<file path="config.mk">
export PLATFORM = sky130hd
export DESIGN_NAME = ram_word_ctrl
export DESIGN_NICKNAME = d
export VERILOG_FILES = /design/src/rtl/ram_pkg.sv /design/src/rtl/ram_word_ctrl_timer.sv /design/src/rtl/ram_word_ctrl.sv
export SDC_FILE = /design/constraint.sdc
export NUM_CORES = 1
export LEC_CHECK = 0
export CAP_MARGIN = 25
export CORE_MARGIN = 2
export CORE_UTILIZATION = 39
export DETAILED_ROUTE_END_ITERATION = 8
export GPL_ROUTABILITY_DRIVEN = 0
export PLACE_DENSITY = 0.73
export SYNTH_ARGS = -nofsm -noshare
export SYNTH_HDL_FRONTEND = slang
export SYNTH_HIERARCHICAL = 1
export SYNTH_SLANG_ARGS = --single-unit
</file>
<file path="constraint.sdc">
create_clock -name clk -period 1.4 [get_ports clk]
set_input_delay 0.35 -clock clk [delete_from_list [all_inputs] [get_ports clk]]
set_output_delay 0.35 -clock clk [all_outputs]
set_load 0.02 [all_outputs]
</file>
<file path="src/rtl/ram_pkg.sv">
// ram_pkg
//  Shared types and defaults for the word-RAM initiator.
//  - state_e      : controller phase (IDLE, SETUP, STROBE, HOLD)
//  - DEF_AW/DEF_DW: default address / data widths of the word array
//  - max2         : elaboration-time helper for sizing the phase counter
package ram_pkg;

    localparam int DEF_AW = 4;
    localparam int DEF_DW = 8;

    typedef enum logic [1:0] {
        IDLE   = 2'd0,
        SETUP  = 2'd1,
        STROBE = 2'd2,
        HOLD   = 2'd3
    } state_e;

    function automatic int max2(input int a, input int b);
        return (a > b) ? a : b;
    endfunction

endpackage

</file>
<file path="src/rtl/ram_word_ctrl_timer.sv">
// ram_word_ctrl_timer
//  Loadable down-counter that measures the length of a controller phase.
//  Loading N-1 makes done assert after N cycles in the phase.
//  Ports:
//   clk      in  clock
//   rst      in  asynchronous active-high reset
//   load     in  load load_val this cycle
//   load_val in  CW  start value (phase length - 1)
//   done     out count has reached zero
module ram_word_ctrl_timer #(
    parameter int CW = 1
) (
    input  logic          clk,
    input  logic          rst,
    input  logic          load,
    input  logic [CW-1:0] load_val,
    output logic          done
);

    logic [CW-1:0] count_reg;

    always_ff @(posedge clk or posedge rst) begin
        if (rst) begin
            count_reg <= '0;
        end else if (load) begin
            count_reg <= load_val;
        end else if (count_reg != '0) begin
            count_reg <= count_reg - 1'b1;
        end
    end

    assign done = (count_reg == '0);

endmodule

</file>
<file path="src/rtl/ram_word_ctrl.sv">
// ram_word_ctrl
//  Initiator for a latch-based word RAM array. Takes one read or write at a
//  time from a valid/ready host port and drives the one-hot chip-selects,
//  shared write strobe and shared D bus with setup, strobe width and hold.
//  Ports:
//   clk, rst               clock, asynchronous active-high reset
//   req_valid/req_ready    host handshake (ready only while idle)
//   req_we/addr/wdata      request: 1 = write, word index, write data
//   rsp_valid              one-cycle completion pulse
//   rsp_rdata              last read data (held across writes)
//   ram_cs                 one-hot word selects (2**AW bits)
//   ram_w                  shared write enable
//   ram_d                  shared write data bus
//   ram_q                  shared read data bus
module ram_word_ctrl
    import ram_pkg::*;
#(
    parameter int AW         = DEF_AW,
    parameter int DW         = DEF_DW,
    parameter int SETUP_CYC  = 1,
    parameter int STROBE_CYC = 1
) (
    input  logic              clk,
    input  logic              rst,
    input  logic              req_valid,
    output logic              req_ready,
    input  logic              req_we,
    input  logic [AW-1:0]     req_addr,
    input  logic [DW-1:0]     req_wdata,
    output logic              rsp_valid,
    output logic [DW-1:0]     rsp_rdata,
    output logic [(1<<AW)-1:0] ram_cs,
    output logic              ram_w,
    output logic [DW-1:0]     ram_d,
    input  logic [DW-1:0]     ram_q
);

    localparam int NW = 1 << AW;
    localparam int CW = $clog2(max2(SETUP_CYC, STROBE_CYC) + 1);
    localparam logic [CW-1:0] SETUP_LOAD  = CW'(SETUP_CYC - 1);
    localparam logic [CW-1:0] STROBE_LOAD = CW'(STROBE_CYC - 1);

    state_e            state_reg, state_next;
    logic              we_reg;
    logic [AW-1:0]     addr_reg;
    logic [DW-1:0]     ram_d_reg;
    logic [DW-1:0]     rsp_rdata_reg;
    logic [NW-1:0]     ram_cs_reg, ram_cs_next;
    logic              ram_w_reg, ram_w_next;
    logic              rsp_valid_reg, rsp_valid_next;
    logic [NW-1:0]     cs_decode;
    logic              accept;
    logic              timer_load;
    logic [CW-1:0]     timer_val;
    logic              timer_done;

    // Ready is withheld while reset is held so nothing is accepted then.
    assign req_ready = (state_reg == IDLE) && !rst;
    assign accept    = req_valid && req_ready;

    // One-hot decode of the latched address; addr_reg is frozen for the
    // whole operation, so the selected word cannot change mid-strobe.
    generate
        for (genvar gi = 0; gi < NW; gi++) begin : g_decode
            assign cs_decode[gi] = (addr_reg == AW'(gi));
        end
    endgenerate

    ram_word_ctrl_timer #(
        .CW(CW)
    ) u_timer (
        .clk      (clk),
        .rst      (rst),
        .load     (timer_load),
        .load_val (timer_val),
        .done     (timer_done)
    );

    always_comb begin
        state_next     = state_reg;
        timer_load     = 1'b0;
        timer_val      = '0;
        case (state_reg)
            IDLE: begin
                if (accept) begin
                    state_next = SETUP;
                    timer_load = 1'b1;
                    timer_val  = SETUP_LOAD;
                end
            end
            SETUP: begin
                if (timer_done) begin
                    state_next = STROBE;
                    timer_load = 1'b1;
                    timer_val  = STROBE_LOAD;
                end
            end
            STROBE: begin
                if (timer_done) begin
                    state_next = HOLD;
                end
            end
            HOLD:    state_next = IDLE;
            default: state_next = IDLE;
        endcase
        // RAM-side outputs are registered from the next state so they switch
        // cleanly on the phase boundary.
        ram_cs_next    = (state_next == STROBE) ? cs_decode : '0;
        ram_w_next     = (state_next == STROBE) && we_reg;
        rsp_valid_next = (state_next == HOLD);
    end

    always_ff @(posedge clk or posedge rst) begin
        if (rst) begin
            state_reg     <= IDLE;
            we_reg        <= 1'b0;
            addr_reg      <= '0;
            ram_d_reg     <= '0;
            rsp_rdata_reg <= '0;
            ram_cs_reg    <= '0;
            ram_w_reg     <= 1'b0;
            rsp_valid_reg <= 1'b0;
        end else begin
            state_reg     <= state_next;
            ram_cs_reg    <= ram_cs_next;
            ram_w_reg     <= ram_w_next;
            rsp_valid_reg <= rsp_valid_next;
            if (accept) begin
                we_reg   <= req_we;
                addr_reg <= req_addr;
                if (req_we) begin
                    ram_d_reg <= req_wdata;
                end
            end
            // Capture the Q bus on the last strobe edge, while cs is still high.
            if (state_reg == STROBE && timer_done && !we_reg) begin
                rsp_rdata_reg <= ram_q;
            end
        end
    end

    assign ram_cs    = ram_cs_reg;
    assign ram_w     = ram_w_reg;
    assign ram_d     = ram_d_reg;
    assign rsp_valid = rsp_valid_reg;
    assign rsp_rdata = rsp_rdata_reg;

endmodule
</file>
**After elaboration in Yosys (flattened, before gate mapping)**

Index checks and enable logic that the tools add are counted.

- Flip-flop bits (word level): 42
- Word-level logic and storage cells: 51
- Output and inout port bits: 35

- Reduce and logical (&&, ||, !) cells: 10
- Muxes and demuxes: 10
- Eq/ne operators: 20
- Bitwise gates (word level): 1
- $add $sub $neg: 1

Operator list:

| cell | count |
|---|---|
| 4-bit == test (second input constant) | 8 |
| 4-bit by 3-bit == test with 1-bit output (second input constant) | 4 |
| 16-bit two-way mux | 1 |
| 2-bit == test (second input constant) | 4 |
| 4-bit by 2-bit == test with 1-bit output (second input constant) | 2 |
| 2-bit one-hot mux with 4 select lines | 1 |
| 2-bit two-way mux | 3 |
| 1-bit logical AND | 5 |
| 4-bit by 1-bit == test with 1-bit output (second input constant) | 1 |
| 4-bit zero test | 1 |
| 1-bit two-way mux | 4 |
| 2-bit by 1-bit == test with 1-bit output (second input constant) | 1 |
| 1-bit zero test | 2 |
| 2-bit zero test | 1 |
| 1-bit one-hot mux with 2 select lines | 1 |
| 2-bit AND reduction | 1 |
| 1-bit inverter | 1 |
| 1-bit subtractor (second input constant) | 1 |

**Logic depth before layout (Yosys ltp)**

Gate-level depths: netlist (run 1).

- Word-level depth: 7
- Mapped depth: 5
- Mapped depth without buffers: 4

**By module**

Netlist (run 1), hierarchy kept.

Modules (own cells, without submodules):

| module | cells each | area an instance (um2) | seq. area each (um2) | instances |
|---|---|---|---|---|
| ram_word_ctrl | 106 | 1520.2 | 1026.0 | 1 |
| ram_word_ctrl_timer | 4 | 38.8 | 25.0 | 1 |

**Worst setup path before layout (run 1)**

Ideal clock, no wire load.

- Path type: register -> register
- From: register state_reg[0]
- To: register ram_d_reg[0] (netlist: ram_d[0])
- Setup slack: -0.335 ns
- Arrival: 1.610 ns
- Stages on the path, launching flop included: 4
- Cells stage by stage: dfrtp_1 -> nor3_1 -> nand3_2 -> mux2_2

- Longest elaborated chain between the ends: 4

Ends and longest elaborated chain:

| what | line | RTL |
|---|---|---|
| start, declared | ram_word_ctrl.sv:43 | `state_e state_reg, state_next;` |
| start signal, assigned | ram_word_ctrl.sv:124 | `state_reg <= state_next;` |
| 2-bit zero test | ram_word_ctrl.sv:58 | `assign req_ready = (state_reg == IDLE) && !rst;` |
| 1-bit logical AND | ram_word_ctrl.sv:58 |  |
| net req_ready | ram_word_ctrl.sv:26 | `output logic req_ready,` |
| 1-bit logical AND | ram_word_ctrl.sv:59 | `assign accept = req_valid && req_ready;` |
| 2-bit AND reduction (no line) | -- |  |
| end signal, assigned | ram_word_ctrl.sv:132 | `ram_d_reg <= req_wdata;` |
| end, declared | ram_word_ctrl.sv:46 | `logic [DW-1:0] ram_d_reg;` |

The timed path passes the listed nets, and every way through them passes these cells.
A chain may end at the register's enable or synchronous reset.

**Final worst setup path (run 1)**

- From: register state_reg[0]
- To: register addr_reg[3]

- Longest elaborated chain between the ends: 3

Ends and longest elaborated chain:

| what | line | RTL |
|---|---|---|
| 2-bit zero test | ram_word_ctrl.sv:58 |  |
| 1-bit logical AND | ram_word_ctrl.sv:58 |  |
| 1-bit logical AND | ram_word_ctrl.sv:59 |  |
| end signal, assigned | ram_word_ctrl.sv:130 | `addr_reg <= req_addr;` |
| end, declared | ram_word_ctrl.sv:45 | `logic [AW-1:0] addr_reg;` |

No other way between the ends.

==> results.tsv, run 1 <==
stage	metric	value	unit
worst_hold_path	worst min path class	input port to async pin	
floorplanning	Die Wd	67.23	µm
detailed_routing	Via density	4.782	
global_route	via count of the first global-routing pass	1066	
timing	final hold vios	0	
placed_design	# port buffers	58	
logic_synthesis	synth unique cells	22	
logic_synthesis	Gate Count Post-Synth	110	
clock_network	H-Tree Depth	2	
worst_setup_path	maximum fanout along the worst path	5	
logic_synthesis	YS warnings	6	
power	Max VDD drop	1.102	mV
global_route	initial antenna violation count	0	
timing	Slew Viols, Final	0	
placed_design	Placement Cell Area	2281	µm²
clock_network	latest clock arrival within the worst-skew pair	0.29	ns
detailed_routing	DR pass1 iterations	3	
clock_network	root buffer cell	clkbuf_8	
cells_and_area	# diodes	0	
clock_network	Reg clk slew, reported paths	0.08	ns
placed_design	# placed instances	223	
detailed_routing	Routed WL	3259	µm
worst_setup_path	Arr. time, crit path	1.66	ns
placed_design	DP HPWL	2227	µm
run_status	status	complete, but fails checks	
floorplanning	Die H	67.23	µm
cells_and_area	fill cell count	292	
logic_synthesis	#FFs+latches synth	42	
global_route	Total GRT Usage	14.83	%
timing	fin crit period	1.477	ns
logic_synthesis	Post-Syn Nets	134	
run_status	violated checks	setup timing	
timing	RSZ-0062 raised after global routing	true	
clock_network	total CTS buffers	5	
worst_setup_path	Cell Chain, Critical Path	or4b_4, mux2_4	
cells_and_area	Non-Filler Instances	238	
timing	final worst path period share	105.5	%
timing	hold slack	0.08325	ns
logic_synthesis	post-synth top area share	67.42	%
worst_setup_path	max incr delay on CP	0.61	ns
cells_and_area	FF/Latch Area	1052	µm²
logic_synthesis	Syn Area/Cell	14.17	µm²
cells_and_area	Nets	213	
cells_and_area	flip-flop count of the largest register after layout	16	
logic_synthesis	top cells by area, synth	dfrtp_1, mux2_2, mux2_4, nor3_1, nor4_1	
worst_setup_path	r2r worst-path depth	2	
floorplanning	IO Count	59	
worst_setup_path	Critical Path Start Type	flip-flop	
cells_and_area	share of post-route cells with drive strength above 1	30.53	%
detailed_routing	post-route DRC violation count	0	
floorplanning	Initial Utilization	41.64	%
cells_and_area	area of the multi-input gates	581.8	µm²
floorplanning	die area	4519	µm²
worst_setup_path	Worst EP required	1.58	ns
timing	final clock skew	0.008778	ns
run	max cap viols	0	
cells_and_area	Final Core Density	66.44	%
worst_setup_path	CP max stage cell	or4b_4	
timing	Fmax achieved	676.9	MHz
floorplanning	FP Rows	22	
global_route	grt total ovfl	0	
clock_network	CTS tree	done	
clock_network	Clock Sink Count	42	
floorplanning	core area	3744	µm²
global_route	largest net degree at the start of global routing	42	
timing	worst setup margin	-0.07728	ns
clock_network	maximum root-to-sink buffer count	2	
logic_synthesis	Synth area leader	dfrtp_1	
logic_synthesis	register area share after synthesis	67.42	%
cells_and_area	Area growth syn-to-layout	59.55	%
power	Pwr Density	2017	nW/µm²
global_route	global-route wire length before repair	4864	µm
cells_and_area	Final Instance Area	2487	µm²
detailed_routing	routed len/inst	13.69	µm
detailed_routing	DRT iter0 DRCs	30	
worst_setup_path	CP Class	flip-flop to flip-flop	
detailed_routing	antenna-violating nets left	0	
worst_setup_path	capturing element type of the critical path	flip-flop	
power	Leakage	1.244	nW
timing	final setup vio count	6	
detailed_routing	DR vias	1138	
logic_synthesis	Mapped Area	1559	µm²
-- cell usage in the layout (no fill, tap or decap) --
| master | n |
|---|---|
| buf_4 | 12 |
| dfrtp_2 | 1 |
| nor3_2 | 1 |
| a21boi_4 | 2 |
| nand2b_1 | 4 |
| dfrtp_1 | 41 |
| nand3_4 | 1 |
| nand2_1 | 5 |
| inv_1 | 5 |
| nor4_2 | 5 |
| clkinvlp_4 | 1 |
| mux2_2 | 8 |
| clkdlybuf4s50_1 | 21 |
| dlygate4sd2_1 | 35 |
| nor3_1 | 9 |
| and2_1 | 1 |
| clkinv_2 | 1 |
| conb_1 | 1 |
| mux2_4 | 12 |
| or4_1 | 1 |
| nor2_1 | 2 |
| nand3_1 | 1 |
| nor2_2 | 2 |
| nor2b_1 | 1 |
| clkbuf_8 | 6 |
| clkdlybuf4s15_1 | 1 |
| nand3b_1 | 2 |
| nand2_2 | 1 |
| or4b_4 | 1 |
| nor4_1 | 1 |
| buf_6 | 2 |
| buf_12 | 2 |
| o21ai_0 | 1 |
-- critical path: cells and delay by family (launching register included) --
family / cells / cell delay (ns)
AND/OR/NAND/NOR: 1 / 0.61
flip-flops: 1 / 0.44
multiplexers: 1 / 0.32
-- logic make-up (layout without fill, tap and decap cells) --
family | Yosys count | in the layout | share of synthesized area (%)
flip-flops | 42 | 42 | 67.42
AND/OR/NAND/NOR | 38 | 38 | 13.64
multiplexers | 20 | 20 | 15.41
buffers and inverters | 7 | 86 | 2.247
AO/OA/AOI/OAI | 2 | 3 | 1.043
other | 1 | 1 | 0.2405
-- Yosys cell counts --
library cell	number
a21boi_2	1
and2_1	1
buf_2	1
buf_6	1
conb_1	1
dfrtp_1	42
inv_1	5
mux2_2	16
mux2_4	4
nand2_1	6
nand2b_1	4
nand3_1	1
nand3_2	1
nand3b_1	2
nor2_1	3
nor2_2	1
nor2b_1	1
nor3_1	10
nor4_1	6
o21ai_0	1
or4_1	1
or4b_1	1
-- per-stage QoR --
step	power, mW	TNS (ns)	worst slack (ns)
floorplan	3.046	-0.9772	-0.08573
global placement	3.986	-7.579	-0.6036
detailed placement	4.057	-9.453	-0.6362
CTS	4.921	-0.3627	-0.07922
global route	5.316	-1.097	-0.1122
finish	5.018	-0.3431	-0.07728
-- final cells by class --
| cell class | count | area share, % |
|---|---|---|
| Clock buffer | 6 | 3.320 |
| Clock inverter | 2 | 0.5030 |
| Inverter | 5 | 0.7545 |
| Multi-Input combinational cell | 62 | 23.39 |
| Sequential cell | 42 | 42.30 |
| Tap cell | 48 | 2.414 |
| Timing Repair Buffer | 73 | 27.31 |
-- final timing paths --
kind	startpoint	end	slack, ns
max	state_reg[0]	addr_reg[3]	-0.08
min	rst	u_timer/count_reg	0.08
max reg2reg	state_reg[0]	addr_reg[3]	-0.08
min reg2reg	ram_d[0]	ram_d[0]	0.51
max in group asynchronous	rst	state_reg[0]	0.88
min in group clk	ram_d[0]	ram_d[0]	0.51
-- power breakdown --
part	internal, mW	switching, mW
clock	0.396	0.394
sequential	1.62	0.327
combinational	1.17	1.11
total	3.18	1.83
-- routing by layer --
metal | share of wire (%) | track usage, % | up-vias
met5 | 0 | 0 | -
met2 | 49 | 24.38 | 34
li1 | - | - | 539
met3 | 5.5 | 5.667 | 4
met1 | 44 | 18.11 | 561
met4 | 1.0 | 4.592 | 0
-- what timing repair did --
item / in CTS / in global routing
setup buffers: 6 / 0
pin swaps: 2 / 7
gates cloned: 0 / 1
hold buffers: 0 / 0
gates resized for setup: 56 / 8
endpoints found under the setup margin: 74 / 32
No activity file was read; power rests on OpenSTA's default activity.
==> run 2, diff against run 1 <==
--- a/config.mk
+++ b/config.mk
@@ -5,12 +5,13 @@
 export SDC_FILE = /design/constraint.sdc
 export NUM_CORES = 1
 export LEC_CHECK = 0
-export CAP_MARGIN = 25
+export CAP_MARGIN = 20
 export CORE_MARGIN = 2
 export CORE_UTILIZATION = 39
 export DETAILED_ROUTE_END_ITERATION = 8
 export GPL_ROUTABILITY_DRIVEN = 0
 export PLACE_DENSITY = 0.73
+export SETUP_SLACK_MARGIN = 0.15
 export SYNTH_ARGS = -nofsm -noshare
 export SYNTH_HDL_FRONTEND = slang
 export SYNTH_HIERARCHICAL = 1
==> constraint.sdc (replaced) <==
create_clock -name clk -period 1.4 [get_ports clk]
set_input_delay 0.35 -clock clk [delete_from_list [all_inputs] [get_ports clk]]
set_output_delay 0.35 -clock clk [all_outputs]
set_load 0.1 [all_outputs]
==> results.tsv, run 2 (synthesis gave the netlist of run 1 again) <==
stage	metric	value	unit	change
global_route	met2 Usage GRT	42.95	%	+19 points
detailed_routing	routed len/inst	22.12	µm	+62%
cells_and_area	Final Instance Area	3232	µm²	+30%
global_route	met1 Use GR	25.58	%	+7.5 points
worst_setup_path	flop2flop setup slack	-0.28	ns	-0.20 ns
cells_and_area	# diodes	0		unchanged
cells_and_area	commonest non-fill, non-tap cell in the layout	dfrtp_1		
floorplanning	Initial Utilization	41.64	%	unchanged
timing	worst setup margin	-0.2788	ns	-0.2015 ns
worst_setup_path	worst r2r src	state_reg[0]		
clock_network	hold_buf cts	0		unchanged
worst_setup_path	Arr. time, crit path	1.86	ns	+0.20 ns
detailed_routing	DR pass1 iterations	4		+1
global_route	grt total ovfl	0		unchanged
placed_design	Placement Cell Area	2700	µm²	+18%
worst_setup_path	CP Launch Point	state_reg[0]		
detailed_routing	DR vias	1313		+15%
worst_setup_path	CP Class	flip-flop to flip-flop		
cells_and_area	commonest cells after routing, fill and taps aside	dfrtp_1, buf_12, clkdlybuf4s50_1		
cells_and_area	Non-Filler Instances	250		+5.0%
worst_setup_path	capturing element type of the critical path	flip-flop		
run	max cap viols	0		unchanged
placed_design	# port buffers	58		unchanged
detailed_routing	post-route DRC violation count	0		unchanged
timing	Slew Viols, Final	0		unchanged
timing	Fmax achieved	595.7	MHz	-12%
timing	fin crit period	1.679	ns	+0.2015 ns
timing	final worst path period share	119.9	%	+14 points
worst_setup_path	Worst EP required	1.58	ns	about the same
placed_design	# placed instances	224		+0.45%
clock_network	latest clock arrival within the worst-skew pair	0.30	ns	about the same
clock_network	maximum root-to-sink buffer count	2		unchanged
floorplanning	IO Count	59		unchanged
floorplanning	FP Rows	22		unchanged
worst_setup_path	Critical Path Start Type	flip-flop		
floorplanning	Die Wd	67.23	µm	unchanged
cells_and_area	share of post-route cells with drive strength above 1	57.43	%	+27 points
timing	final hold vios	0		unchanged
detailed_routing	DRT iter0 DRCs	63		+110%
global_route	initial antenna violation count	0		unchanged
global_route	GRT Max-Usage Layer	met2		
cells_and_area	Area growth syn-to-layout	107.3	%	
placed_design	DP HPWL	2617	µm	+18%
floorplanning	die area	4519	µm²	unchanged
global_route	via count of the first global-routing pass	1362		+28%
global_route	Total GRT Usage	23.83	%	+9.0 points
floorplanning	Die H	67.23	µm	unchanged
timing	hold slack	0.1673	ns	+0.08403 ns
clock_network	Reg clk slew, reported paths	0.08	ns	about the same
run_status	status	complete, but fails checks		
worst_hold_path	worst min path class	input port to async pin		
detailed_routing	antenna-violating nets left	0		unchanged
timing	final setup vio count	41		+35
timing	final clock skew	0.006940	ns	-0.001838 ns
cells_and_area	flip-flop count of the largest register after layout	16		unchanged
detailed_routing	Via density	5.252		+9.8%
clock_network	root buffer cell	clkbuf_8		
detailed_routing	Routed WL	5531	µm	+70%
clock_network	CTS tree	done		
placed_design	pre-CTS setup slack	-0.5119	ns	+0.1243 ns
clock_network	H-Tree Depth	2		unchanged
worst_setup_path	maximum fanout along the worst path	8		+3
clock_network	Clock Sink Count	42		unchanged
floorplanning	core area	3744	µm²	unchanged
run_status	violated checks	setup timing		
global_route	global-route wire length before repair	7472	µm	+54%
global_route	grt met3 use	6.833	%	+1.2 points
cells_and_area	Nets	225		+5.6%
global_route	largest net degree at the start of global routing	25		-40%
clock_network	total CTS buffers	5		unchanged
timing	RSZ-0062 raised after global routing	true		
run 2: cell count changes in the layout (fill, tap and decap cells not counted), moves of 3 or more:
| cell | before | now |
|---|---|---|
| dlygate4sd2_1 | 35 | 1 |
| nor3_1 | 9 | 0 |
| nor4_2 | 5 | 0 |
| nor3_4 | 0 | 7 |
| nor2_4 | 0 | 3 |
| buf_12 | 2 | 39 |
| buf_6 | 2 | 7 |
| nor4_4 | 0 | 6 |
run 2: per-stage QoR:
stage / util, % / setup TNS, ns
floorplan: - / -5.602
global placement: 72.13 / -6.561
detailed placement: 72.13 / -7.149
CTS: 82.49 / -3.571
global route: 86.33 / -8.386
finish: 86.33 / -6.434
run 2: critical path, cell delays in order (launching register included):
cell      delay [ns]
dfrtp_1         0.41
buf_6           0.14
buf_6           0.12
nand3b_1        0.24
nor2_4          0.18
buf_12          0.15
mux2_4          0.31
run 2: final timing paths:
kind,endpoint,cells past startpoint
max in group asynchronous,state_reg[1],4
min in group clk,ram_d[4],1
worst min register to register,ram_d[4],1
worst max-delay path,rsp_rdata[3],6
worst max register to register,rsp_rdata[3],6
worst min-delay path,u_timer/count_reg,3
run 2: repair_timing:
| item | CTS | global route |
|---|---|---|
| setup endpoints to repair | 41 | 65 |
| gates cloned | 3 | 0 |
| pin swaps | 3 | 16 |
| resized for setup | 20 | 24 |
| buffers inserted | 12 | 3 |
run 2: cell type report:
class / count / area (µm²)
Timing Repair Buffer: 85 / 1249
Sequential cell: 42 / 1052
Multi-Input combinational cell: 62 / 739.5
Fill cell: 169 / 511.7
Clock buffer: 5 / 68.82
Tap cell: 48 / 60.06
Clock inverter: 3 / 40.04
Inverter: 5 / 22.52
run 2: metal layers:
layer | share of wire (%) | up-vias | wire length [µm]
met5 | 0 | - | 0
met4 | 3.0 | 0 | 167
met3 | 6.2 | 17 | 344
met2 | 56 | 69 | 3112
met1 | 34 | 658 | 1907
li1 | - | 569 | -
Power of run 2 is not shown: default switching activity piles up to over one toggle a cycle in this logic, so the estimate is an artifact.
